File: src/rtl/synth_pkg.sv
// Shared helpers for poly_square_synth: width arithmetic and output clamping.
package synth_pkg;

    // Ceiling log2; returns 0 for an argument of 1.
    function automatic int clog2(input int value);
        int result;
        int v;
        result = 0;
        v      = value - 1;
        while (v > 0) begin
            result = result + 1;
            v      = v >> 1;
        end
        return result;
    endfunction

    // Width of the signed voice sum; wide enough that no voice mix can overflow.
    function automatic int sum_width(input int amp_w, input int voices);
        return amp_w + clog2(voices) + 1;
    endfunction

    // Left shift that moves an AMP_W magnitude up to full sample scale.
    function automatic int shift_width(input int sample_w, input int amp_w);
        return sample_w - 1 - amp_w;
    endfunction

    // Clamp a signed value into the range of a signed integer of the given width.
    function automatic logic signed [63:0] saturate(input logic signed [63:0] value,
                                                    input int                 width);
        logic signed [63:0] hi;
        logic signed [63:0] lo;
        hi = (64'sd1 <<< (width - 1)) - 64'sd1;
        lo = -hi - 64'sd1;
        if (value > hi) begin
            return hi;
        end
        if (value < lo) begin
            return lo;
        end
        return value;
    endfunction

endpackage

File: src/rtl/square_voice.sv
// One square-wave voice: shadowed period/duty/amp, phase counter, registered
// square bit and the signed contribution it makes to the mix.
module square_voice
    import synth_pkg::*;
#(
    parameter int PERIOD_W = 16,
    parameter int AMP_W    = 12
) (
    input  logic                clk,
    input  logic                reset,
    input  logic                cfg_load,
    input  logic                voice_en,
    input  logic [PERIOD_W-1:0] period_in,
    input  logic [PERIOD_W-1:0] duty_in,
    input  logic [AMP_W-1:0]    amp_in,
    output logic                voice_out,
    output logic signed [AMP_W:0] contrib
);

    localparam logic [PERIOD_W-1:0] PER_MIN = PERIOD_W'(2);
    localparam logic [PERIOD_W-1:0] ONE     = PERIOD_W'(1);

    logic [PERIOD_W-1:0] per_q, per_d;
    logic [PERIOD_W-1:0] duty_q, duty_d;
    logic [AMP_W-1:0]    amp_q, amp_d;
    logic [PERIOD_W-1:0] cnt_q, cnt_d;
    logic                voice_out_q, voice_out_d;
    logic                active;
    logic signed [AMP_W:0] amp_s;

    // Next-state for shadow registers, phase counter and square bit.
    always_comb begin
        per_d       = per_q;
        duty_d      = duty_q;
        amp_d       = amp_q;
        cnt_d       = cnt_q;
        voice_out_d = 1'b0;
        active      = voice_en && (per_q >= PER_MIN);

        if (active) begin
            voice_out_d = (cnt_q < duty_q);
            if (cnt_q >= per_q - ONE) begin
                cnt_d = '0;
            end else begin
                cnt_d = cnt_q + ONE;
            end
        end else begin
            cnt_d = '0;
        end

        // A new configuration restarts every voice at phase 0 together.
        if (cfg_load) begin
            per_d  = period_in;
            duty_d = duty_in;
            amp_d  = amp_in;
            cnt_d  = '0;
        end
    end

    // State registers with synchronous active-low reset.
    always_ff @(posedge clk) begin
        if (!reset) begin
            per_q       <= '0;
            duty_q      <= '0;
            amp_q       <= '0;
            cnt_q       <= '0;
            voice_out_q <= 1'b0;
        end else begin
            per_q       <= per_d;
            duty_q      <= duty_d;
            amp_q       <= amp_d;
            cnt_q       <= cnt_d;
            voice_out_q <= voice_out_d;
        end
    end

    // Signed contribution; enable is applied live so a muted voice drops out at once.
    always_comb begin
        amp_s   = signed'({1'b0, amp_q});
        contrib = '0;
        if (active) begin
            contrib = voice_out_q ? amp_s : -amp_s;
        end
    end

    assign voice_out = voice_out_q;

endmodule

File: src/rtl/poly_square_synth.sv
// N-voice square-wave synthesiser with mixer and a 1-entry valid/ready output.
// Build option SYNTH_SATURATE_EN: full-scale sum with clamping and sticky clip;
// when undefined the mix is the voice mean (cannot overflow) and clip stays 0.
module poly_square_synth
    import synth_pkg::*;
#(
    parameter int VOICES   = 4,
    parameter int PERIOD_W = 16,
    parameter int AMP_W    = 12,
    parameter int SAMPLE_W = 16
) (
    input  logic                         clk,
    input  logic                         reset,
    input  logic                         cfg_load,
    input  logic [VOICES-1:0]            voice_en,
    input  logic [VOICES*PERIOD_W-1:0]   period,
    input  logic [VOICES*PERIOD_W-1:0]   duty,
    input  logic [VOICES*AMP_W-1:0]      amp,
    output logic [VOICES-1:0]            voice_out,
    output logic signed [SAMPLE_W-1:0]   sample,
    output logic                         sample_valid,
    input  logic                         sample_ready,
    output logic                         clip
);

    localparam int SUM_W = sum_width(AMP_W, VOICES);
    localparam int SHIFT = shift_width(SAMPLE_W, AMP_W);

    logic signed [AMP_W:0]    contrib [VOICES];
    logic signed [SUM_W-1:0]  sum;
    logic signed [SAMPLE_W-1:0] mix;
    logic                     clamp;
    logic                     load;

    logic signed [SAMPLE_W-1:0] sample_q, sample_d;
    logic                     valid_q, valid_d;
    logic                     clip_q, clip_d;

    for (genvar gi = 0; gi < VOICES; gi++) begin : g_voice
        square_voice #(
            .PERIOD_W (PERIOD_W),
            .AMP_W    (AMP_W)
        ) u_voice (
            .clk       (clk),
            .reset     (reset),
            .cfg_load  (cfg_load),
            .voice_en  (voice_en[gi]),
            .period_in (period[gi*PERIOD_W +: PERIOD_W]),
            .duty_in   (duty[gi*PERIOD_W +: PERIOD_W]),
            .amp_in    (amp[gi*AMP_W +: AMP_W]),
            .voice_out (voice_out[gi]),
            .contrib   (contrib[gi])
        );
    end

    // Sum of all voice contributions.
    always_comb begin
        sum = '0;
        for (int i = 0; i < VOICES; i++) begin
            sum = sum + SUM_W'(contrib[i]);
        end
    end

`ifdef SYNTH_SATURATE_EN
    logic signed [63:0] wide;
    logic signed [63:0] sat_v;

    // Scale the raw sum to full range and clamp into the sample width.
    always_comb begin
        wide  = 64'(sum) <<< SHIFT;
        sat_v = saturate(wide, SAMPLE_W);
        mix   = sat_v[SAMPLE_W-1:0];
        clamp = (sat_v != wide);
    end
`else
    localparam int CLOG_V = clog2(VOICES);
    logic signed [SUM_W-1:0] mean;

    // Average the voices, then scale; the mean always fits in the sample.
    always_comb begin
        mean  = sum >>> CLOG_V;
        mix   = SAMPLE_W'(mean) <<< SHIFT;
        clamp = 1'b0;
    end
`endif

    // Output register next-state: refill when empty or when the consumer takes it.
    always_comb begin
        load     = !valid_q || sample_ready;
        sample_d = load ? mix : sample_q;
        valid_d  = 1'b1;
        clip_d   = clip_q;
        if (cfg_load) begin
            clip_d = 1'b0;
        end
        if (load && clamp) begin
            clip_d = 1'b1;
        end
    end

    // Output registers with synchronous active-low reset.
    always_ff @(posedge clk) begin
        if (!reset) begin
            sample_q <= '0;
            valid_q  <= 1'b0;
            clip_q   <= 1'b0;
        end else begin
            sample_q <= sample_d;
            valid_q  <= valid_d;
            clip_q   <= clip_d;
        end
    end

    assign sample       = sample_q;
    assign sample_valid = valid_q;
    assign clip         = clip_q;

endmodule

File: config.mk
export PLATFORM = sky130hd
export DESIGN_NAME = poly_square_synth
export DESIGN_NICKNAME = d
export VERILOG_FILES = /design/src/rtl/synth_pkg.sv /design/src/rtl/square_voice.sv /design/src/rtl/poly_square_synth.sv
export SDC_FILE = /design/constraint.sdc
export NUM_CORES = 1
export LEC_CHECK = 0
export CAP_MARGIN = 20
export CORE_MARGIN = 2
export CORE_UTILIZATION = 40
export DETAILED_ROUTE_END_ITERATION = 8
export PLACE_DENSITY = 0.66
export SETUP_SLACK_MARGIN = 0.15
export SYNTH_ARGS = -nofsm -noshare
export SYNTH_HDL_FRONTEND = slang
export SYNTH_SLANG_ARGS = --single-unit
File: constraint.sdc
create_clock -name clk -period 11.94 [get_ports clk]
set_input_delay 1.791 -clock clk [delete_from_list [all_inputs] [get_ports clk]]
set_output_delay 1.791 -clock clk [all_outputs]
set_load 0.005 [all_outputs]
-- Word level (Yosys, flattened, before mapping)
Index checks and enable logic that the tools add are counted.
Widths: inputs -> output; s select.
- register bits after elaboration: 258
- bits in latches: 0
- bits in writable memories: 0
- ROM bits: 0
- input port bits: 184
- output and inout port bits: 22
- word-level logic and storage cells: 77
- memories: 0
- add/sub/neg operators: 15
- multiply operators: 0
- div/mod/pow operators: 0
- magnitude comparators: 12
- equality and inequality tests: 0
- shift-type cells: 0
- muxes and demuxes: 9
- bitwise logic cells: 5
- reductions and logical operators: 14
- operators by type and width (kind ; count):
    $mux 13 ; 8
    $add 16x1->16 const B ; 4
    $ge 16x16->1 ; 4
    $ge 16x2->1 const B ; 4
    $lt 16x16->1 ; 4
    $sub 16x1->16 const B ; 4
    $neg 12->13 ; 4
    $reduce_or 4->1 ; 4
    $add 14x13->15 ; 1
    $add 15x13->15 ; 1
    $add 13x13->14 ; 1
    $reduce_and 2->1 ; 4
    $not 1->1 ; 5
    $logic_and 1x1->1 ; 4
    $logic_not 1->1 ; 1
    $logic_or 1x1->1 ; 1
    $mux 1 ; 1

-- Longest topological paths before layout
Gate-level depths: netlist of run 1.
- word-level depth: 6
- depth in mapped cells: 19
- depth with buffers taken out: 18

-- Modules after synthesis
A second synthesis of run 1 with hierarchy kept.
- cells, all modules: 1851
- area, all modules: 16459.5 µm²
- by module, submodules not included (module ; times used ; cells an instance ; area an instance (µm²)):
    square_voice (g_voice[0].u_voice ...) ; 2 ; 410 ; 3643.5
    square_voice (g_voice[1].u_voice) ; 1 ; 401 ; 3643.5
    square_voice (g_voice[3].u_voice) ; 1 ; 400 ; 3621.0
    poly_square_synth ; 1 ; 230 ; 1908.1

-- Worst setup path after synthesis of run 1
Ideal clock, no wire load.
- path type: input port to flip-flop
- start point: in voice_en[2]
- end point: reg sample_q[13] (netlist: sample[13])
- setup time: 0.062 ns
- arrival: 4.977 ns
- data required time: 11.878 ns
- setup slack: 6.901 ns
- stages on the path: 14
- cells stage by stage: o21ai_0 > clkbuf_1 > nor2_1 > fa_1 > inv_1 > fa_1 > inv_1 > ha_1 > a21oi_1 > o21a_1 > o21ai_0 > a31o_2 > or3_1 > nand3_1
- cells in the longest elaborated chain, start to end: 4
- ends and longest elaborated chain (item ; RTL line ; text):
    from (decl) ; poly_square_synth.sv:15 ; input logic [VOICES-1:0] voice_en,
    $logic_and 1x1->1 ; square_voice.sv:38 ; active = voice_en && (per_q >= PER_MIN);
    $mux 13 ; square_voice.sv:81 ; if (active) begin
    $add 14x13->15 ; poly_square_synth.sv:60 ; sum = sum + SUM_W'(contrib[i]);
    $add 15x13->15 ; poly_square_synth.sv:60 ;
    to (signal assigned) ; poly_square_synth.sv:108 ; sample_q <= sample_d;
    to (decl) ; poly_square_synth.sv:35 ; logic signed [SAMPLE_W-1:0] sample_q, sample_d;
Every way passes these cells.
A chain may end at the register's enable or synchronous reset.

-- Final worst setup path of run 1
- start point: in voice_en[0]
- end point: reg sample_q[12] (netlist: sample[12])
- cells in the longest elaborated chain, start to end: 5
- ends and longest elaborated chain (item ; RTL line):
    $logic_and 1x1->1 ; square_voice.sv:38
    $mux 13 ; square_voice.sv:81
    $add 13x13->14 ; poly_square_synth.sv:60
    $add 14x13->15 ; poly_square_synth.sv:60
    $add 15x13->15 ; poly_square_synth.sv:60
Every way passes these cells.

==> metrics.yaml, run 1 <==
sta:
  finalMaxSlewViolations: 0
  rsz0062_at_grt: "false"
  tns_ns: 0
  setup_viol_count_final: 0
  slew_headroom_pct: 16.5
  fmax_ghz: 0.188
  hold_viol: 0
  fin_crit_sh_pct: 44.5
  fin_worst_skew_ns: 0.0187
  worst_slew_pin_slew_ns: 1.24
  min_period_ns: 5.31
critical_path:
  required_ns: 12.45
  critPathCaptureType: "flip-flop"
  critical_path_class: "in -> reg"
  start_kind: "primary input"
  r2r-end: "sample[12]$_SDFFE_PN0P_"
  cp-startpoint: "voice_en[0]"
  cp_slowest_stage_delay_ns: 0.53
  arrival_ns: 5.82
  path_buf_inv: 1
  worstReg2RegStart: "g_voice[1].u_voice.per_q[6]$_SDFFE_PN0P_"
  slowest_stage: "fa_1"
  cp.depth: 14
  crit_fanout: 14
  cp-endpoint: "sample[12]$_SDFFE_PN0P_"
  r2r_slack_ns: 6.65
  crit_chain: "clkdlybuf4s50_1 -> nand2_1 -> nor2_1 -> fa_1 -> fa_1 -> and3b_1 -> nand2_1 -> fa_1 -> nor2b_1 -> o21bai_1 -> a21oi_1 -> o21bai_1 -> a2111oi_0 -> nand3b_1"
  cpMostUsedCell: "fa_1"
  cp_top_family: "adder cells"
  worst-r2r-cell-count: 16
pwr:
  ir_worst_vdd_mv: 0.118
  p_leak_nw: 8.27
  power.density_nw_per_um2: 131
synth:
  synth_flop_cell: "dfxtp_1"
  netlist.area_leader.share_pct: 31.6
  yosysWarnings: 0
  synth_edf_count: 0
  async_flop_share_pct: 0
  seq_area_frac_synth_pct: 31.6
  synthCells: 1830
  synth_area_leader_cell: "dfxtp_1"
  yosys-top-cells-area: "dfxtp_1, ha_1, mux2i_1"
  synth_seq_cells: 258
  ys_types: 62
  avgSynthCellArea_um2: 8.93
  syn_area_um2: 16300
place:
  place_area_um2: 18800
  numPortBuffers: 201
  place_congestion: 0.851
  hpwl_mm: 31.5
clocking:
  numClockSinks: 258
  cts_buffers: 31
  post_cts_buffers: 0
  clk_pin_slew_ns: 0.06
  tritoncts: "done"
  ctsResizeCount: 0
  root_buffer: "clkbuf_16"
  clk_latency_ns: 0.57
  cts_hold_buf: 0
  clockBufferDepth: 3
  cts.htree.levels: 1
die:
  fp.dieH_um: 206
  chipWidth_um: 206
  start_util_pct: 40.3
  core_um2: 40600
  design.portCount: 206
  rows: 74
  die-area_um2: 42500
route:
  drt_iter0_drc: 574
  routed_wl_mm: 40.7
  via_per_inst: 5.03
  drc_errors: 0
  vias: 12900
  drt_first_pass_iters: 5
  detail_route.wl_per_cell_um: 15.9
  drtAntennaViolNets: 0
global_routing:
  grt_pass1_vias: 12800
  grt_usage_pct: 19.0
  grt_first_pass_wirelength_mm: 65.3
  grt_max_degree: 81
  antenna_found_initial: 8
  overflow: 0
hold_path:
  min_from: "sample[4]$_SDFFE_PN0P_"
  hold_path_class: "reg -> reg"
job:
  max-cap-violations: 0
finish:
  fill_cells: 3876
  layout-drive-gt1-share_pct: 3.26
  fin_area_um2: 19700
  nets: 2365
  most-common-layout-cells: "dfxtp_1, clkdlybuf4s50_1, nor2b_1, mux2i_1, ha_1"
  areaGrowthSynthToFinish_pct: 20.7
  layout_commonest_cell: "dfxtp_1"
outcome:
  status: "finished clean"
[power breakdown]
group          switching, W  internal [W]
sequential        0.0000555      0.000917
clock              0.000366      0.000526
combinational      0.000376      0.000348
total              0.000797       0.00179
[per-layer routing]
metal	part of all wire, %	global-route usage, %	wire length, um	vias to the layer above
li1	-	-	-	6603
met1	46	24.4	18900	5961
met2	46	32.1	18600	215
met3	4.3	3.58	1760	91
met4	3.3	6.25	1350	14
met5	0.22	0	90	-
[tightest hold or removal path: stages (launching register included)]
cell and delay (ns):
dfxtp_1 0.31, nand2_1 0.05, a21boi_0 0.06
[metrics by stage]
step	util, %	cells	total power (W)	setup WS [ns]	hold slack (ns)
2_1_floorplan	-	1833	0.00147	6.90	0.457
3_3_place_gp	46.2	2500	0.00170	6.15	0.457
3_5_place_dp	46.2	2500	0.00172	6.09	0.467
4_1_cts	48.6	2555	0.00262	6.68	0.474
5_1_grt	48.6	2557	0.00275	6.33	0.500
6_report	48.6	2559	0.00259	6.63	0.475
[synth_stat cells, types with 5 or more instances]
| cell | number |
|---|---|
| a211oi_1 | 6 |
| a21boi_0 | 5 |
| a21o_1 | 26 |
| a21oi_1 | 54 |
| a31oi_1 | 13 |
| and2_1 | 9 |
| and3_1 | 8 |
| and4_1 | 5 |
| buf_1 | 19 |
| buf_4 | 8 |
| clkbuf_1 | 40 |
| dfxtp_1 | 258 |
| fa_1 | 27 |
| ha_1 | 152 |
| inv_1 | 146 |
| mux2i_1 | 180 |
| nand2_1 | 65 |
| nand2b_1 | 15 |
| nand3_1 | 55 |
| nand3b_1 | 7 |
| nand4_1 | 23 |
| nor2_1 | 136 |
| nor2b_1 | 184 |
| nor3_1 | 88 |
| nor3b_1 | 5 |
| nor4_1 | 22 |
| o21a_1 | 10 |
| o21ai_0 | 37 |
| or3_1 | 14 |
| xnor2_1 | 96 |
| xor2_1 | 58 |
[area by class of cell]
type,count,area [um^2],area share (%)
antenna,3,7.51,0.0381
clock buffer,45,878,4.45
clock inverter,10,75.1,0.381
inverter,146,548,2.78
multi-input combinational,1357,10300,52.3
sequential,258,5160,26.2
tap,532,666,3.38
timing repair buffer,208,2070,10.5
[sequential cells by signal, summed over array words and instances, names as in the netlist]
signal and flops:
g_voice.u_voice.cnt_q 64, g_voice.u_voice.duty_q 64, g_voice.u_voice.amp_q 48, g_voice.u_voice.voice_out 4, g_voice.u_voice.per_q 64, sample_valid 1, sample 13
[worst min-delay path by stage]
stage	end	slack, ns	depth (start not counted)
after floorplan	sample[4]$_SDFFE_PN0P_	0.46	2
after global placement	sample[4]$_SDFFE_PN0P_	0.46	2
after detailed placement	sample[4]$_SDFFE_PN0P_	0.47	2
after CTS	sample[4]$_SDFFE_PN0P_	0.47	2
after global routing	sample[4]$_SDFFE_PN0P_	0.50	2
final	sample[4]$_SDFFE_PN0P_	0.48	2
[logic make-up (layout without fill, tap and decap cells)]
family	after synthesis	count (layout)	share of synthesized area (%)
AND/OR/NAND/NOR	655	655	21.5
flip-flops	258	258	31.6
buffers and inverters	218	409	5.33
AO/OA/AOI/OAI	185	185	7.34
multiplexers	180	180	11.0
adder cells (fa/ha/maj)	179	179	14.9
XOR/XNOR	154	154	8.25
other	1	7	0.0230
Power figures use the tool's default switching activity.
==> run 2, diff against run 1 <==
==> constraint.sdc (replaced) <==
create_clock -name clk -period 4.9 [get_ports clk]
set_input_delay 0.735 -clock clk [delete_from_list [all_inputs] [get_ports clk]]
set_output_delay 0.735 -clock clk [all_outputs]
set_load 0.005 [all_outputs]
==> metrics.yaml, run 2 (same netlist as run 1, synthesis figures left out) <==
clocking:
  numClockSinks: 258  # unchanged
  tritoncts: "done"
  cts.htree.levels: 1  # unchanged
  root_buffer: "clkbuf_16"
  cts_hold_buf: 0  # unchanged
  clockBufferDepth: 3  # unchanged
  clk_latency_ns: 0.57  # about the same
  clk_pin_slew_ns: 0.06  # about the same
  cts_buffers: 31  # unchanged
route:
  drtAntennaViolNets: 0  # unchanged
  drt_first_pass_iters: 5  # unchanged
  vias: 12900  # -0.22%
  routed_wl_mm: 40.8  # about the same
  detail_route.wl_per_cell_um: 15.8  # -0.70%
  drt_iter0_drc: 446  # -22%
  via_per_inst: 4.98  # -0.99%
  drc_errors: 0  # unchanged
sta:
  min_period_ns: 4.73
  fmax_ghz: 0.211
  finalMaxSlewViolations: 0  # unchanged
  holdWs_ns: 0.461  # -0.0138 ns
  fin_worst_skew_ns: 0.00788  # -0.0108 ns
  worst_slew_pin_slew_ns: 0.819  # -0.422 ns
  hold_viol: 0  # unchanged
  slew_headroom_pct: 45.4  # +29 points
  fin_crit_sh_pct: 96.6
  setup_viol_count_final: 0  # unchanged
  rsz0062_at_grt: "true"
global_routing:
  overflow: 0  # unchanged
  grt_pass1_vias: 12500  # -1.6%
  grt_usage_pct: 18.9  # -0.15 points
  grt_first_pass_wirelength_mm: 64.7  # -0.92%
  grt_max_degree: 107  # +32%
  antenna_found_initial: 8  # unchanged
finish:
  layout-drive-gt1-share_pct: 6.16  # +2.9 points
  stdcell_count: 2579  # +0.78%
  most-common-layout-cells: "dfxtp_1, clkdlybuf4s50_1, nor2b_1, mux2i_1, inv_1"
  nets: 2385  # +0.85%
  reg_top3: "g_voice.u_voice.cnt_q x64, g_voice.u_voice.duty_q x64, g_voice.u_voice.per_q x64"
  areaGrowthSynthToFinish_pct: 23.8
  layout_commonest_cell: "dfxtp_1"
place:
  hpwl_mm: 31.3  # -0.75%
  place_congestion: 0.849  # -0.25%
  numPortBuffers: 201  # unchanged
  dp.cells: 2515  # +0.60%
critical_path:
  cp-endpoint: "sample[14]$_SDFFE_PN0P_"
  r2r-end: "sample[14]$_SDFFE_PN0P_"
  worst-r2r-cell-count: 16  # unchanged
  cp_slowest_stage_delay_ns: 0.54  # about the same
  slowest_stage: "or4_4"
  critPathCaptureType: "flip-flop"
  start_kind: "flip-flop"
  r2r_slack_ns: 0.17  # -6.48 ns
  worstReg2RegStart: "g_voice[1].u_voice.per_q[6]$_SDFFE_PN0P_"
  critical_path_class: "reg -> reg"
  required_ns: 5.41  # -7.04 ns
  cp-startpoint: "g_voice[1].u_voice.per_q[6]$_SDFFE_PN0P_"
  arrival_ns: 5.24  # -0.58 ns
  crit_chain: "or4_4 -> or3_4 -> or3_4 -> o21ai_4 -> nor2_2 -> fa_1 -> fa_1 -> and3b_2 -> nand2_2 -> fa_2 -> nor2b_4 -> o21bai_4 -> a21oi_2 -> o21bai_2 -> a2111o_1 -> nand3_2"
  cp.depth: 16  # +2
  cp_top_family: "simple AND/OR/NAND/NOR gates"
  path_buf_inv: 0  # -1
  crit_fanout: 4  # -10
pwr:
  p_leak_nw: 8.44  # +2.0%
  power.density_nw_per_um2: 335  # +160%
  ir_worst_vdd_mv: 0.240  # +100%
job:
  max-cap-violations: 0  # unchanged
outcome:
  status: "finished clean"
hold_path:
  hold_path_class: "in -> reg"
die:
  fp.dieH_um: 206  # unchanged
  core_um2: 40600  # unchanged
  rows: 74  # unchanged
  start_util_pct: 40.3  # unchanged
  die-area_um2: 42500  # unchanged
  design.portCount: 206  # unchanged
  chipWidth_um: 206  # unchanged
-- run 2: cell types whose count changed in the layout (fill, tap and decap cells not counted), moves of 4 or more --
cell	before	now
clkbuf_8	5	10
ha_1	152	141
clkbuf_1	9	0
a21oi_1	54	50
buf_4	8	25
ha_4	0	9
-- run 2: power breakdown --
| part | internal [W] | switching (W) | leakage (nW) |
|---|---|---|---|
| sequential | 0.00223 | 0.000132 | 2.12 |
| combinational | 0.00102 | 0.00100 | 5.78 |
| clock | 0.00146 | 0.000934 | 0.536 |
| total | 0.00471 | 0.00207 | 8.44 |
-- run 2: layout make-up --
cell class,instances,area [um^2]
diodes,2,5.00
clock buffers,41,913
clock inverters,15,163
fillers,3818,20300
inverters,146,548
multi-input cells,1357,10500
flip-flops and latches,258,5170
well taps,532,666
repair buffers,228,2240
-- run 2: stage by stage --
step                utilization, %  TNS (ns)  worst slack [ns]  cell area [um^2]  total power, W
finish                        49.9         0             0.167             20200         0.00677
global route                  49.9         0            0.0417             20200         0.00718
CTS                           49.3         0             0.133             20000         0.00667
detailed placement            46.6  -0.00149          -0.00149             18900         0.00423
global placement              46.5         0            0.0436             18900         0.00419
floorplan                        -         0             0.165             16400         0.00358
-- run 2: what timing repair did --
action	4_1_cts	5_1_grt
buffers inserted	0	4
pin swaps	4	17
setup endpoints to repair	7	8
cloned	1	0
resized for setup	9	38
-- run 2: worst min path at each step --
stage,from,to,slack [ns],cells past startpoint
global placement,sample[4]$_SDFFE_PN0P_,sample[4]$_SDFFE_PN0P_,0.46,2
CTS,reset,sample_valid$_DFF_P_,0.44,1
global route,reset,sample_valid$_DFF_P_,0.45,1
detailed placement,sample[4]$_SDFFE_PN0P_,sample[4]$_SDFFE_PN0P_,0.47,2
finish,reset,sample_valid$_DFF_P_,0.46,1
floorplan,sample[4]$_SDFFE_PN0P_,sample[4]$_SDFFE_PN0P_,0.46,2
-- run 2: worst register-to-register path, delay by kind of cell, from the launching register on --
family                   cells  cell delay (ns)
AND/OR/NAND/NOR              8             1.83
flip-flops                   1             0.31
AO/OA/AOI/OAI                5             1.11
adder cells (fa/ha/maj)      3             1.45
-- run 2: per-layer routing --
| layer | track usage, % | up-vias | wire length, um | share of wire (%) |
|---|---|---|---|---|
| met1 | 24.3 | 5917 | 18800 | 46 |
| met4 | 4.16 | 12 | 962 | 2.4 |
| li1 | - | 6666 | - | - |
| met2 | 32.4 | 194 | 18900 | 46 |
| met3 | 4.02 | 67 | 1970 | 4.8 |
| met5 | 0 | - | 83 | 0.20 |
